===== src/rtl/elevator_ctrl.sv =====
// elevator_ctrl: four-floor elevator car controller.
// Latches floor requests, schedules motion by SCAN, and times both floor
// travel and door dwell using a free-running tick prescaler. The floor code,
// direction flags and door flag feed the display path. The pending lamps show
// outstanding requests.
// Optional feature: define ELEV_OBSTRUCT_EN to add the obstruct input. While
// obstruct is high with the door open, the door is held open.
module elevator_ctrl #(
  parameter int unsigned TICK_DIV     = 1000,
  parameter int unsigned TRAVEL_TICKS = 8,
  parameter int unsigned DOOR_TICKS   = 6
) (
  input  logic       clk,
  input  logic       reset,
  input  logic [3:0] req,
`ifdef ELEV_OBSTRUCT_EN
  input  logic       obstruct,
`endif
  output logic [1:0] floor,
  output logic       up,
  output logic       down,
  output logic       door,
  output logic [3:0] pending
);

  typedef enum logic [1:0] {
    S_IDLE      = 2'd0,
    S_MOVE_UP   = 2'd1,
    S_MOVE_DOWN = 2'd2,
    S_DOOR_OPEN = 2'd3
  } state_e;

  // Outcome of the scheduling decision taken at a floor.
  typedef struct packed {
    state_e     state;
    logic       dir_up;
    logic [3:0] clear;
  } decision_t;

  localparam int unsigned PRE_W   = $clog2(TICK_DIV);
  localparam int unsigned TMR_MAX = (TRAVEL_TICKS > DOOR_TICKS) ? TRAVEL_TICKS : DOOR_TICKS;
  localparam int unsigned TMR_W   = $clog2(TMR_MAX + 1);

  localparam logic [PRE_W-1:0] PRE_LAST    = PRE_W'(TICK_DIV - 1);
  localparam logic [TMR_W-1:0] TRAVEL_LAST = TMR_W'(TRAVEL_TICKS - 1);
  localparam logic [TMR_W-1:0] DOOR_LAST   = TMR_W'(DOOR_TICKS - 1);

  state_e           state_q, state_d;
  logic [1:0]       floor_q, floor_d;
  logic             dir_q, dir_d;        // 1 = up, 0 = down
  logic [3:0]       pending_q, pending_d;
  logic [TMR_W-1:0] timer_q, timer_d;    // travel or door timer, one at a time
  logic [PRE_W-1:0] pre_q, pre_d;
  logic             up_q, down_q, door_q;

  logic             tick;
  logic             door_hold;
  logic [3:0]       here;
  logic [1:0]       floor_step;
  logic [3:0]       clear;
  logic [3:0]       latch_mask;
  decision_t        dec;

`ifdef ELEV_OBSTRUCT_EN
  assign door_hold = obstruct;
`else
  assign door_hold = 1'b0;
`endif

  assign tick       = (pre_q == PRE_LAST);
  assign pre_d      = tick ? '0 : pre_q + PRE_W'(1);
  assign here       = 4'b0001 << floor_q;
  assign floor_step = (state_q == S_MOVE_UP) ? floor_q + 2'd1 : floor_q - 2'd1;

  // SCAN decision: serve this floor, then keep going the same way while
  // requests remain ahead, otherwise turn around, otherwise go idle.
  function automatic decision_t decide(input logic [1:0] f, input logic dir_up,
                                       input logic [3:0] pend, input logic skip_here);
    logic [3:0] at_f;
    logic [3:0] above;
    logic [3:0] below;
    decision_t  d;
    at_f     = 4'b0001 << f;
    above    = pend & ~({at_f[2:0], 1'b0} - 4'd1);
    below    = pend & (at_f - 4'd1);
    d.state  = S_IDLE;
    d.dir_up = dir_up;
    d.clear  = 4'b0000;
    if (!skip_here && ((pend & at_f) != 4'b0000)) begin
      d.state = S_DOOR_OPEN;
      d.clear = at_f;
    end else if (dir_up && (above != 4'b0000)) begin
      d.state = S_MOVE_UP;
    end else if (!dir_up && (below != 4'b0000)) begin
      d.state = S_MOVE_DOWN;
    end else if (dir_up && (below != 4'b0000)) begin
      d.state  = S_MOVE_DOWN;
      d.dir_up = 1'b0;
    end else if (!dir_up && (above != 4'b0000)) begin
      d.state  = S_MOVE_UP;
      d.dir_up = 1'b1;
    end
    return d;
  endfunction

  // Next-state logic: car state, floor, direction, timer and request latch.
  always_comb begin
    // NOTE: every variable gets a default before the case so that no path
    // leaves it unassigned; a missing default here would infer a latch.
    state_d    = state_q;
    floor_d    = floor_q;
    dir_d      = dir_q;
    timer_d    = timer_q;
    clear      = 4'b0000;
    latch_mask = 4'b0000;
    dec        = '{S_IDLE, dir_q, 4'b0000};
    unique case (state_q)
      S_IDLE: begin
        dec     = decide(floor_q, dir_q, pending_q, 1'b0);
        state_d = dec.state;
        dir_d   = dec.dir_up;
        clear   = dec.clear;
        timer_d = '0;
      end
      S_MOVE_UP, S_MOVE_DOWN: begin
        if (tick) begin
          if (timer_q == TRAVEL_LAST) begin
            // Arrival and the decision at the new floor share one edge.
            floor_d = floor_step;
            dec     = decide(floor_step, dir_q, pending_q, 1'b0);
            state_d = dec.state;
            dir_d   = dec.dir_up;
            clear   = dec.clear;
            timer_d = '0;
          end else begin
            timer_d = timer_q + TMR_W'(1);
          end
        end
      end
      S_DOOR_OPEN: begin
        // A press at the open floor extends the dwell instead of latching.
        latch_mask = here;
        if (door_hold || ((req & here) != 4'b0000)) begin
          timer_d = '0;
        end else if (tick) begin
          if (timer_q == DOOR_LAST) begin
            dec     = decide(floor_q, dir_q, pending_q, 1'b1);
            state_d = dec.state;
            dir_d   = dec.dir_up;
            clear   = dec.clear;
            timer_d = '0;
          end else begin
            timer_d = timer_q + TMR_W'(1);
          end
        end
      end
      default: state_d = S_IDLE;
    endcase
    pending_d = (pending_q | (req & ~latch_mask)) & ~clear;
  end

  // Tick prescaler, free-running from reset.
  always_ff @(posedge clk or negedge reset) begin
    // NOTE: sequential state uses non-blocking assignments so all registers
    // update from the same pre-edge values, independent of statement order.
    if (!reset) begin
      pre_q <= '0;
    end else begin
      pre_q <= pre_d;
    end
  end

  // Car state registers and registered outputs.
  always_ff @(posedge clk or negedge reset) begin
    if (!reset) begin
      state_q   <= S_IDLE;
      floor_q   <= 2'd0;
      dir_q     <= 1'b1;
      pending_q <= 4'b0000;
      timer_q   <= '0;
      up_q      <= 1'b0;
      down_q    <= 1'b0;
      door_q    <= 1'b0;
    end else begin
      state_q   <= state_d;
      floor_q   <= floor_d;
      dir_q     <= dir_d;
      pending_q <= pending_d;
      timer_q   <= timer_d;
      up_q      <= (state_d == S_MOVE_UP);
      down_q    <= (state_d == S_MOVE_DOWN);
      door_q    <= (state_d == S_DOOR_OPEN);
    end
  end

  assign floor   = floor_q;
  assign up      = up_q;
  assign down    = down_q;
  assign door    = door_q;
  assign pending = pending_q;

endmodule


===== config.mk =====
export PLATFORM = sky130hd
export DESIGN_NAME = elevator_ctrl
export DESIGN_NICKNAME = d
export VERILOG_FILES = /design/src/rtl/elevator_ctrl.sv
export SDC_FILE = /design/constraint.sdc
export NUM_CORES = 1
export LEC_CHECK = 0
export ABC_AREA = 1
export CORE_MARGIN = 2
export CORE_UTILIZATION = 30
export DETAILED_ROUTE_END_ITERATION = 8
export DONT_BUFFER_PORTS = 1
export PLACE_DENSITY = 0.45
export REMOVE_ABC_BUFFERS = 1
export SLEW_MARGIN = 25
export SYNTH_ARGS = -nofsm -noshare
export SYNTH_HDL_FRONTEND = slang
export SYNTH_SLANG_ARGS = --single-unit

===== constraint.sdc =====
create_clock -name clk -period 2.07 [get_ports clk]
set_input_delay 0.414 -clock clk [delete_from_list [all_inputs] [get_ports clk]]
set_output_delay 0.414 -clock clk [all_outputs]
set_load 0.03 [all_outputs]

==> impl_metrics.py, run 1 <==
metrics = {
    "critical_path": {
        "cp_max_fo": 3,
        "crit_slowest_cell": "dfrtp_1",
        "path_buf_inv": 3,
        "crit_type": "reg2reg",
        "worstPathRequired_ns": 2.29,
        "cp.arrival_ns": 2.23,
        "crit_family": "adder cells",
        "path_cells": "inv_2 > ha_4 > xor2_2 > inv_2 > ha_4 > nand2_2 > o211ai_1 > buf_4 > nor2_1 > o21ai_1 > nand3_1 > nand2_1 > nand2_1",
        "r2r_start": "state_q[1]",
        "cp_slowest_stage_delay_ns": 0.40,
        "cp-start-kind": "register",
        "r2r_cells": 13,
        "cp-end-kind": "register",
        "r2r-end": "dir_q",
        "r2r_slack_ns": 0.06,
    },
    "floorplan": {
        "ios": 15,
        "die_y_um": 83.57,
        "dieArea_um2": 6984,
        "initial_core_util_pct": 31.52,
        "die_w_um": 83.57,
        "rows": 28,
        "coreArea_um2": 6026,
    },
    "place": {
        "placed_area_um2": 2081,
        "place.gp.congestion": 0.8354,
        "dp_hpwl_mm": 3.628,
        "io_buffers": 0,
        "dp_cells": 357,
    },
    "clock_tree": {
        "clk_latency_ns": 0.28,
        "clkSinkCount": 26,
        "cts-root-buf": "clkbuf_8",
        "clk_path_buf_depth": 2,
        "path_clk_slew_ns": 0.10,
        "cts_buffers": 3,
        "tritoncts": "built",
        "htreeDepth": 1,
    },
    "flow_run": {
        "drv_cap": 0,
    },
    "grt": {
        "track_usage_pct": 14.34,
        "overflow": 0,
        "antenna_found_initial": 0,
        "grt_max_degree": 27,
        "grt_pass1_vias": 1736,
        "grt_pass1_wl_mm": 8.176,
    },
    "sta": {
        "worstMarginPinSlew_ns": 0.5402,
        "setup_viol": 0,
        "slew_headroom_pct": 63.98,
        "timing.final.hold_violations": 0,
        "rsz0062_at_grt": "yes",
        "finalCritPeriodShare_pct": 97.31,
        "drv_slew": 0,
        "skew_ns": 0.007801,
        "post-route-min-period_ns": 2.014,
        "holdWs_ns": 0.3446,
        "max_freq_mhz": 496.5,
    },
    "drt": {
        "dr_wl_met3_um": 182,
        "wl_met2_mm": 2.192,
        "wl_met1_mm": 2.338,
        "firstDrtPassIters": 4,
        "drc": 0,
        "drt_iter0_markers": 33,
        "avgViaCountPerCell": 4.711,
        "routed_wirelength_mm": 4.762,
        "ant_nets": 0,
        "routed-via-count": 1729,
        "maxUsedRoutingLayer": "met4",
        "routedWlPerCell_um": 12.98,
    },
    "logic_synthesis": {
        "synth_area_um2": 1899,
        "yosys.area.top_type": "dfrtp_1",
        "synth_top_area_share_pct": 32.94,
        "synth_cell_type_count": 29,
        "avgSynthCellArea_um2": 7.009,
        "ys.flop_type": "dfrtp_1",
        "yosys-top-cells-area": "dfrtp_1, nand2_1, ha_1",
        "yosysMostFrequentCell": "nand2_1",
        "ys_async_sr_fraction_pct": 100.0,
        "ys.warnings.count": 0,
        "postSynthCellCount": 271,
        "yosys-top-cells-count": "nand2_1, nor2_1, inv_1, dfrtp_1, nand3_1",
        "yosysSeqAreaShare_pct": 34.32,
        "ys_ff_latch": 26,
        "synth_edf_count": 0,
    },
    "power_and_ir_drop": {
        "p_seq_share_pct": 56.3,
        "power_frac_comb_pct": 5.8,
        "p_sw_mw": 0.2252,
        "p_leak_nw": 1.149,
        "power_frac_clock_pct": 37.9,
        "irDropWorstVdd_mv": 0.2175,
        "switching_share_pct": 24.18,
        "intPower_mw": 0.7062,
        "p_per_area_nw_per_um2": 407.0,
    },
    "cells_and_area": {
        "drive_above_1_share_pct": 23.63,
        "fin_util_pct": 37.98,
        "final_cells": 367,
        "layout.nets": 312,
        "design_area_um2": 2288,
        "syn_to_final_growth_pct": 20.49,
        "antenna_cells": 0,
    },
    "status": {
        "status": "completed",
    },
    "min_path": {
        "hold_start": "req[0]",
        "min_delay_path_depth": 2,
        "hp-class": "in2reg",
        "min_to": "pending[0]",
    },
}
[layout by cell type (no fill, tap or decap)]
master,instances
nand2_1,76
nor2_1,27
dfrtp_1,25
inv_1,24
buf_4,18
nand3_1,16
nand2_2,13
a21oi_1,11
nor2_2,10
o21ai_0,8
ha_1,8
inv_2,7
o21ai_1,7
nand3_2,4
nand4_1,4
a211oi_1,4
nor3_1,4
ha_4,4
clkbuf_8,4
nor2_4,2
o211ai_1,2
xor2_1,2
xor2_2,1
clkinv_1,1
nor2_8,1
or2_0,1
nand2_4,1
o21ai_2,1
a22oi_1,1
o22ai_1,1
ha_2,1
dfstp_2,1
buf_12,1
dlygate4sd3_1,1
[metrics by stage]
step | TNS (ns) | setup slack, ns | total power [mW]
floorplan | -0.2746 | -0.09037 | 0.5637
global placement | -0.5356 | -0.08670 | 0.5730
detailed placement | -0.3632 | -0.07259 | 0.5728
CTS | 0 | 0.0003646 | 0.9452
global route | -0.5185 | -0.1318 | 0.9652
finish | 0 | 0.05575 | 0.9314
[layout make-up]
type,count,area (um2)
clock buffers,4,55.05
fillers,659,3737
inverters,32,120.1
multi-input cells,210,1202
flip-flops and latches,26,651.9
well taps,75,93.84
repair buffers,20,165.2
[sequential cells by signal, summed over array words and instances (netlist names)]
register  cells
pre_q        10
pending       4
floor         2
dir_q         1
down          1
state_q       2
timer_q       4
up            1
door          1
[power groups by stage]
stage	Sequential [mW]	Combinational, mW	Clock [mW]
detailed placement	0.534	0.0385	0
global placement	0.534	0.0389	0
global route	0.527	0.0642	0.374
floorplan	0.532	0.0313	0
finish	0.524	0.0542	0.353
CTS	0.524	0.0561	0.365
[metal layers]
layer | track usage, % | vias to the layer above
met5 | 0 | -
met4 | 3.812 | 0
met3 | 1.879 | 5
met2 | 24.00 | 25
met1 | 19.42 | 789
li1 | - | 910
[kinds of logic (layout without fill, tap and decap cells)]
| group | count (synthesis) | count (layout) | synth area share [%] |
|---|---|---|---|
| AO/OA/AOI/OAI | 35 | 35 | 10.41 |
| XOR/XNOR | 3 | 3 | 1.384 |
| adder cells (fa/ha/maj) | 13 | 13 | 8.564 |
| buffers and inverters | 35 | 56 | 7.246 |
| flip-flops | 26 | 26 | 34.32 |
| AND/OR/NAND/NOR | 159 | 159 | 38.08 |
[timing repair]
action | in CTS | in global routing
cloned | 0 | 0
pin swaps | 16 | 12
gates resized for setup | 13 | 11
endpoints found under the setup margin | 10 | 10
hold buffers | 2 | 0
hold endpoints to repair | 26 | 0
buffers inserted | 4 | 1
[worst register-to-register path: stages, from the launching register on]
cell	delay, ns
dfrtp_1	0.40
inv_2	0.08
ha_4	0.14
xor2_2	0.16
inv_2	0.08
ha_4	0.28
nand2_2	0.05
o211ai_1	0.15
buf_4	0.17
nor2_1	0.05
o21ai_1	0.18
nand3_1	0.10
nand2_1	0.07
nand2_1	0.05
[how the worst max path moves through the flow]
stage | from | to | slack (ns) | cells after the start
after floorplan | floor[1] | down | -0.09 | 14
after global routing | state_q[1] | up | -0.13 | 15
final | state_q[1] | dir_q | 0.06 | 13
after global placement | state_q[1] | door | -0.09 | 14
after CTS | state_q[1] | door | 0.0004 | 15
after detailed placement | state_q[1] | door | -0.07 | 14
Power figures use the tool's default switching activity.
==> run 2, diff against run 1 <==
CORE_UTILIZATION = 53   (was 30)
PLACE_DENSITY = 0.71   (was 0.45)
SLEW_MARGIN = 5   (was 25)
==> run 2 against run 1 <==
  * The run now ends with setup timing left
  * Critical path type unchanged
  * Hold slack got worse by 0.057 ns
  * Power fell by 11%
  * Highest routed layer unchanged
  * Clock skew shrank 0.0018 ns
  * Die area is 42% lower
==> impl_metrics.py, run 2 (synthesis gave the netlist of run 1 again) <==
metrics = {
    "critical_path": {
        "cp-end-kind": "register",
        "cp_max_fo": 4,
        "path_cells": "inv_2 > ha_4 > xor2_4 > inv_2 > ha_4 > nand2_2 > o211ai_1 > buf_4 > nand2_1 > nand2_1 > nand2_2 > nand2_1 > nand2_1 > nand2_2 > nor2_2",
        "crit_slowest_cell": "dfrtp_1",
        "path_buf_inv": 3,
        "cp.arrival_ns": 2.36,
        "crit_type": "reg2reg",
        "path_common_cell": "nand2_1",
        "worstPathRequired_ns": 2.33,
        "crit_family": "simple AND/OR/NAND/NOR gates",
        "cp-start-kind": "register",
        "cp_slowest_stage_delay_ns": 0.43,
    },
    "place": {
        "place_worst_setup_slack_ns": -0.06433,
        "placed_area_um2": 2029,
        "dp_hpwl_mm": 3.205,
        "dp_cells": 326,
        "place.gp.congestion": 0.9216,
        "io_buffers": 0,
    },
    "sta": {
        "setup_ws_ns": -0.02636,
        "drv_slew": 0,
        "worstMarginPinSlew_ns": 0.5327,
        "rsz0062_at_grt": "yes",
        "finalCritPeriodShare_pct": 101.3,
        "skew_ns": 0.006013,
        "max_freq_mhz": 477.0,
        "setup_viol": 2,
        "holdWs_ns": 0.2871,
        "post-route-min-period_ns": 2.096,
        "timing.final.hold_violations": 0,
        "slew_headroom_pct": 64.49,
    },
    "cells_and_area": {
        "mostFrequentLayoutCells": "nand2_1, nor2_1, dfrtp_1",
        "syn_to_final_growth_pct": 18.25,
        "largest_reg_flops": 10,
        "drive_above_1_share_pct": 25.26,
        "antenna_cells": 0,
        "final_cells": 339,
        "design_area_um2": 2246,
        "layout.nets": 313,
        "final_common_cell": "nand2_1",
        "max_flop_register": "pre_q",
    },
    "clock_tree": {
        "clkSinkCount": 26,
        "htreeDepth": 1,
        "path_clk_slew_ns": 0.16,
        "tritoncts": "built",
        "cts_buffers": 3,
        "clk_path_buf_depth": 2,
        "clk_latency_ns": 0.34,
        "cts-root-buf": "clkbuf_4",
    },
    "floorplan": {
        "ios": 15,
        "die_y_um": 63.87,
        "die_w_um": 63.87,
        "dieArea_um2": 4079,
        "coreArea_um2": 3390,
        "rows": 21,
        "initial_core_util_pct": 56.04,
    },
    "drt": {
        "routedWlPerCell_um": 13.17,
        "routed-via-count": 1797,
        "firstDrtPassIters": 5,
        "drt_iter0_markers": 94,
        "routed_wirelength_mm": 4.465,
        "drc": 0,
        "avgViaCountPerCell": 5.301,
        "ant_nets": 0,
    },
    "flow_run": {
        "drv_cap": 0,
    },
    "power_and_ir_drop": {
        "irDropWorstVdd_mv": 0.2515,
        "p_per_area_nw_per_um2": 367.8,
        "p_leak_nw": 1.144,
    },
    "status": {
        "violations": "setup timing",
        "status": "finished, violations left",
    },
    "grt": {
        "track_usage_pct": 23.94,
        "grt_pass1_wl_mm": 7.693,
        "overflow": 0,
        "grt_max_degree": 27,
        "antenna_found_initial": 0,
        "grt_pass1_vias": 1714,
    },
    "min_path": {
        "hp-class": "in2reg",
    },
}
[run 2: cell count changes in the layout (fill, tap and decap cells not counted), sizes merged]
cell	change
buf	+1
[run 2: path summary, 6_finish.rpt]
| check | startpoint | end | slack (ns) | cells after the start |
|---|---|---|---|---|
| min in group asynchronous | reset | pre_q[9] | 0.48 | 2 |
| worst max-delay path | state_q[1] | down | -0.03 | 15 |
| worst max register to register | state_q[1] | down | -0.03 | 15 |
| max in group asynchronous | reset | dir_q | 1.36 | 2 |
| worst min register to register | pre_q[5] | pre_q[5] | 0.50 | 1 |
| worst min-delay path | req[1] | pending[1] | 0.29 | 2 |
[run 2: area by class of cell]
class                           count  area, um2
Sequential cell                    26      651.9
Tap cell                           46      57.56
Clock buffer                        4      26.28
Timing Repair Buffer               21      172.7
Multi-Input combinational cell    210       1217
Inverter                           32      120.1
Fill cell                         292       1144
[run 2: metal layers]
metal	vias up	GRT usage (%)	wire length, um
met5	-	0	0
met1	825	33.11	2047
met2	57	39.06	2086
met3	7	2.465	268
li1	908	-	-
met4	0	7.880	62
[run 2: metrics by stage]
| step | TNS, ns | total power [mW] | util (%) |
|---|---|---|---|
| 3_5_place_dp | -0.1301 | 0.5720 | 59.87 |
| 5_1_grt | -1.043 | 0.8452 | 66.26 |
| 3_3_place_gp | -0.09635 | 0.5715 | 59.87 |
| 4_1_cts | 0 | 0.8266 | 63.16 |
| 6_report | -0.04712 | 0.8261 | 66.26 |
| 2_1_floorplan | -0.2746 | 0.5637 | - |
[run 2: power breakdown]
part	switching, mW	internal [mW]	total (mW)
clock network	0.172	0.0758	0.248
logic	0.0331	0.0203	0.0535
registers	0.00952	0.516	0.525
total	0.214	0.612	0.826
[run 2: repair_timing]
item	in CTS	in global routing
pin swaps	5	11
buffers inserted	4	3
hold buffers	2	0
gates resized for setup	6	23
setup endpoints to repair	6	10
hold endpoints to repair	26	0
